<file path="src/rtl/dcache_ctrl.sv">
// Direct-mapped, write-through, no-write-allocate data cache controller
// sitting between the MEM stage and a word-addressed data memory.
module dcache_ctrl #(
  parameter int unsigned NUM_LINES      = 8,
  parameter int unsigned WORDS_PER_LINE = 4
) (
  input  logic        CLK,
  input  logic        RST,
  input  logic        MemRead,
  input  logic        MemWrite,
  input  logic [31:0] Addr,
  input  logic [31:0] WData,
  output logic [31:0] RData,
  output logic        Stall,
  output logic [31:0] MemAddress,
  output logic [31:0] MemWriteData,
  output logic        MemWriteEnable,
  input  logic [31:0] MemReadData
);

  localparam int unsigned INDEX_BITS = $clog2(NUM_LINES);
  localparam int unsigned WORD_BITS  = $clog2(WORDS_PER_LINE);
  localparam int unsigned TAG_BITS   = 32 - INDEX_BITS - WORD_BITS - 2;

  typedef enum logic [1:0] {
    IDLE  = 2'd0,
    FILL  = 2'd1,
    WRITE = 2'd2
  } state_t;

  state_t                 state_q, state_d;
  logic [WORD_BITS-1:0]   cnt_q;
  logic [NUM_LINES-1:0]   valid_q;
  logic [TAG_BITS-1:0]    tag_q  [NUM_LINES];
  logic [31:0]            data_q [NUM_LINES][WORDS_PER_LINE];

  logic [WORD_BITS-1:0]   word;
  logic [INDEX_BITS-1:0]  index;
  logic [TAG_BITS-1:0]    tag;
  logic                   hit;
  logic                   fill_last;
  logic                   read_miss;

  // Address decode and hit detection
  assign word      = Addr[WORD_BITS+1:2];
  assign index     = Addr[WORD_BITS+INDEX_BITS+1:WORD_BITS+2];
  assign tag       = Addr[31:WORD_BITS+INDEX_BITS+2];
  assign hit       = valid_q[index] && (tag_q[index] == tag);
  assign fill_last = (cnt_q == WORD_BITS'(WORDS_PER_LINE - 1));
  assign read_miss = !MemWrite && MemRead && !hit;

  // Next-state and memory-port / pipeline outputs
  always_comb begin
    state_d        = state_q;
    Stall          = 1'b0;
    MemWriteEnable = 1'b0;
    MemAddress     = Addr & ~32'h3;
    MemWriteData   = WData;
    RData          = hit ? data_q[index][word] : 32'h0;
    case (state_q)
      IDLE: begin
        if (MemWrite) begin
          Stall   = 1'b1;
          state_d = WRITE;
        end else if (read_miss) begin
          Stall   = 1'b1;
          state_d = FILL;
        end
      end
      FILL: begin
        Stall      = 1'b1;
        MemAddress = {tag, index, cnt_q, 2'b00};
        if (fill_last) state_d = IDLE;
      end
      WRITE: begin
        MemWriteEnable = 1'b1;
        state_d        = IDLE;
      end
      default: state_d = IDLE;
    endcase
  end

  // State, fill counter and valid bits; reset aborts any fill in progress
  always_ff @(posedge CLK) begin
    if (!RST) begin
      state_q <= IDLE;
      cnt_q   <= '0;
      valid_q <= '0;
    end else begin
      state_q <= state_d;
      case (state_q)
        IDLE: begin
          if (read_miss) begin
            valid_q[index] <= 1'b0;
            cnt_q          <= '0;
          end
        end
        FILL: begin
          cnt_q <= cnt_q + WORD_BITS'(1);
          if (fill_last) valid_q[index] <= 1'b1;
        end
        default: ;
      endcase
    end
  end

  // Line data and tags: filled word by word, updated on store hits
  always_ff @(posedge CLK) begin
    if (RST) begin
      if (state_q == FILL) begin
        data_q[index][cnt_q] <= MemReadData;
        if (fill_last) tag_q[index] <= tag;
      end else if (state_q == WRITE && hit) begin
        data_q[index][word] <= WData;
      end
    end
  end

endmodule

</file>
<file path="config.mk">
export PLATFORM = sky130hd
export DESIGN_NAME = dcache_ctrl
export DESIGN_NICKNAME = d
export VERILOG_FILES = /design/src/rtl/dcache_ctrl.sv
export SDC_FILE = /design/constraint.sdc
export NUM_CORES = 1
export LEC_CHECK = 0
export CORE_UTILIZATION = 45
export DETAILED_ROUTE_END_ITERATION = 6
export GPL_TIMING_DRIVEN = 0
export PLACE_DENSITY = 0.63
export SYNTH_ARGS = -nofsm -noshare
export SYNTH_HDL_FRONTEND = slang
export SYNTH_SLANG_ARGS = --single-unit
</file>
<file path="constraint.sdc">
create_clock -name CLK -period 6.9 [get_ports CLK]
set_input_delay 0.69 -clock CLK [delete_from_list [all_inputs] [get_ports CLK]]
set_output_delay 0.69 -clock CLK [all_outputs]
set_load 0.05 [all_outputs]
</file>
==> flow_metrics.env <==
export IMPL_status="finished with violations"
export IMPL_violations="design-rule violations, max-capacitance violations, max-slew violations, negative setup slack"
export IMPL_skew_ns=0.0647
export IMPL_synth_compound_area_share_pct=8.74
export IMPL_synth_top_area_share_pct=76.0
export IMPL_final_area_um2=58100
export IMPL_grt_pass1_wl_mm=232
export IMPL_antenna_left=0
export IMPL_pwr_share_seq_pct=52.5
export IMPL_fp_row_count=119
export IMPL_drtIter0Drc=5401
export IMPL_end_kind="output port"
export IMPL_fin_cells=4663
export IMPL_grt_usage_pct=31.2
export IMPL_crit_type="input port to output port"
export IMPL_final_cell_mix="edfxtp_1 (1224), o22ai_1 (350), clkdlybuf4s50_1 (190)"
export IMPL_grt_max_degree=20
export IMPL_final_common_cell="edfxtp_1"
export IMPL_ios=198
export IMPL_cp_max_fo=10
export IMPL_cts_buffers=121
export IMPL_synth_warnings=0
export IMPL_final_util_pct=54.9
export IMPL_critPathSlowestCell="clkdlybuf4s50_1"
export IMPL_max_stage_delay_ns=0.82
export IMPL_power_density_nw_per_um2=271
export IMPL_die_area_um2=109000
export IMPL_post_cts_setup_buffers=0
export IMPL_regToRegSetupSlack_ns=1.89
export IMPL_synth_edf_count=1224
export IMPL_die_h_um=330
export IMPL_start_util_pct=45.7
export IMPL_max_vdd_ir_drop_mv=0.248
export IMPL_drtPass1Iterations=7
export IMPL_p_leak_nw=18.7
export IMPL_synthAdderAreaFrac_pct=0.103
export IMPL_die_w_um=330
export IMPL_cp_cell_sequence="clkdlybuf4s50_1 > buf_2 > and2_1 > buf_2 > buf_2 > nand2_1 > clkbuf_1 > clkdlybuf4s15_2 > o221ai_1 > o221ai_1 > and3_1 > clkdlybuf4s50_1"
export IMPL_maxSlewViolCount=25
export IMPL_hpwlAfterDp_mm=113
export IMPL_area_delta_synth_final_pct=20.0
export IMPL_vias=31200
export IMPL_fin_crit_ns=6.97
export IMPL_synth_simple_area_share_pct=3.17
export IMPL_grt_pass1_vias=29600
export IMPL_fin_ws_ns=-0.0708
export IMPL_htree_levels=3
export IMPL_p_comb_share_pct=6.6
export IMPL_hold_class="flop to flop"
export IMPL_clockPowerShare_pct=40.9
export IMPL_port_buffers=190
export IMPL_rsz0062_at_grt="yes"
export IMPL_ctsLongestPathBuffers=3
export IMPL_via_per_inst=6.68
export IMPL_synth_seq_cells=1236
export IMPL_syn_inst=2790
export IMPL_overflow=0
export IMPL_required_ns=6.21
export IMPL_worstMarginPinSlew_ns=1.62
export IMPL_cp_start_kind="input port"
export IMPL_synthArstFlopShare_pct=0
export IMPL_syn_area_um2=48400
export IMPL_drive_gt1_share_pct=19.5
export IMPL_fin_tns_setup_ns=-0.168
export IMPL_yosys_area_top_type="edfxtp_1"
export IMPL_drt_wl_total_mm=171
export IMPL_routabilityCongestion=0.876
export IMPL_synth_cell_types=64
export IMPL_dpl_cell_area_um2=54100
export IMPL_internal_power_mw=12.2
export IMPL_cts_num_sinks=1236
export IMPL_synth_top_family_by_area="compound AO/OA/AOI/OAI gates"
export IMPL_clk_latency_ns=0.75
export IMPL_synth_seq_area_share_pct=76.5
export IMPL_setup_violations=3
export IMPL_max_freq_mhz=143
export IMPL_holdBufCountCts=0
export IMPL_max_cap_violations=2
export IMPL_switching_share_pct=22.7
export IMPL_p_sw_mw=3.57
export IMPL_nets=3270
export IMPL_coreArea_um2=106000
export IMPL_min_period_over_period_pct=101
export IMPL_slew_headroom_pct=-7.89
export IMPL_synth_xor_area_share_pct=0.253
export IMPL_avgSynthCellArea_um2=17.3
export IMPL_drc=3
export IMPL_cts_tree="yes"
export IMPL_antenna_found_initial=7
export IMPL_synthMuxAreaShare_pct=8.55
export IMPL_dp_cells=4438
export IMPL_ys_flop_type="edfxtp_1"
export IMPL_cts_root_buf="clkbuf_16"
export IMPL_clk_pin_slew_ns=0.06
export IMPL_hold_violations=0
export IMPL_wl_per_cell_um=36.7
export IMPL_critPathMostFrequentCell="buf_2"
export IMPL_synthTopCellsByArea="edfxtp_1 (76%), o22ai_1 (4.5%), mux2_2 (3.4%)"
export IMPL_critical_path_arrival_ns=6.28
-- layer usage --
| metal | GRT usage [%] | wire length, um | part of all wire [%] | up-vias |
|---|---|---|---|---|
| met5 | 0 | 12 | 0.0070 | - |
| met4 | 15.2 | 9210 | 5.4 | 2 |
| met1 | 41.5 | 62000 | 36 | 15800 |
| met2 | 47.5 | 76200 | 44 | 2633 |
| li1 | - | - | - | 12200 |
| met3 | 8.52 | 23900 | 14 | 524 |
-- power by group through the flow --
| stage | combinational, mW | sequential [mW] | clock [mW] |
|---|---|---|---|
| floorplan | 0.524 | 8.42 | 0 |
| global placement | 0.961 | 8.42 | 0 |
| detailed placement | 0.993 | 8.42 | 0 |
| CTS | 1.00 | 8.26 | 6.41 |
| global route | 1.06 | 8.26 | 6.69 |
| finish | 1.03 | 8.26 | 6.43 |
-- worst paths after layout --
kind | to | from | cells after the start
setup / recovery | RData[9] | Addr[6] | 12
hold / removal | cnt_q[1] | cnt_q[1] | 2
setup reg to reg | data_q[0][24] | tag_q[3][20] | 11
hold reg to reg | cnt_q[1] | cnt_q[1] | 2
-- synthesized netlist by cell type, types with 11 or more instances --
library cell / number
nand3_1: 14
o21ai_0: 40
mux2i_1: 94
a211oi_1: 14
buf_1: 38
dfxtp_1: 12
buf_2: 40
nand2_1: 57
mux2_2: 147
and2_1: 11
o221ai_1: 42
o22a_1: 22
o211a_1: 11
o22ai_1: 350
clkbuf_1: 93
edfxtp_1: 1224
a21oi_1: 87
a22oi_1: 27
mux2_1: 36
nor4_1: 54
mux4_2: 49
and3_1: 16
a31oi_1: 11
buf_4: 67
nand2b_1: 12
nor2_1: 107
-- stage by stage --
stage	hold WS, ns	power, mW	worst slack, ns
finish	0.560	15.7	-0.0708
global route	0.571	16.0	-0.0934
CTS	0.553	15.7	0.0117
detailed placement	0.535	9.41	-0.857
global placement	0.520	9.38	-3.10
floorplan	0.492	8.94	1.95
-- registers in the layout, indices dropped and copies added, names as in the netlist, named ones only --
name,cells
cnt_q,2
tag_q,200
data_q,1024
state_q,2
-- kinds of logic (layout without fill, tap and decap cells) --
group	Yosys count	count (layout)
XOR/XNOR	14	14
AO/OA/AOI/OAI	644	644
other	1	8
flip-flops	1236	1236
AND/OR/NAND/NOR	307	307
multiplexers	328	328
buffers and inverters	256	731
adder cells (fa/ha/maj)	4	4
-- worst max-delay path, delay by kind of cell --
family                 cells  cell delay, ns
buffers and inverters      7            3.57
AOI/OAI and AO/OA          2            0.99
and+or+nand+nor            3            0.99
-- timing repair --
item                                   in CTS  in global routing
setup endpoints to repair                  28                 13
resized for setup                          42                 29
endpoints found under the hold margin       0                  0
-- area by class of cell --
| type | count | area (um2) |
|---|---|---|
| inverters | 12 | 45.0 |
| flip-flops and latches | 1236 | 37000 |
| plain buffers | 240 | 1380 |
| multi-input cells | 1299 | 10500 |
| diodes | 6 | 15.0 |
| clock inverters | 76 | 682 |
| repair buffers | 256 | 3560 |
| well taps | 1391 | 1740 |
| fillers | 8117 | 47800 |
| clock buffers | 147 | 3150 |
Power figures use the tool's default switching activity.
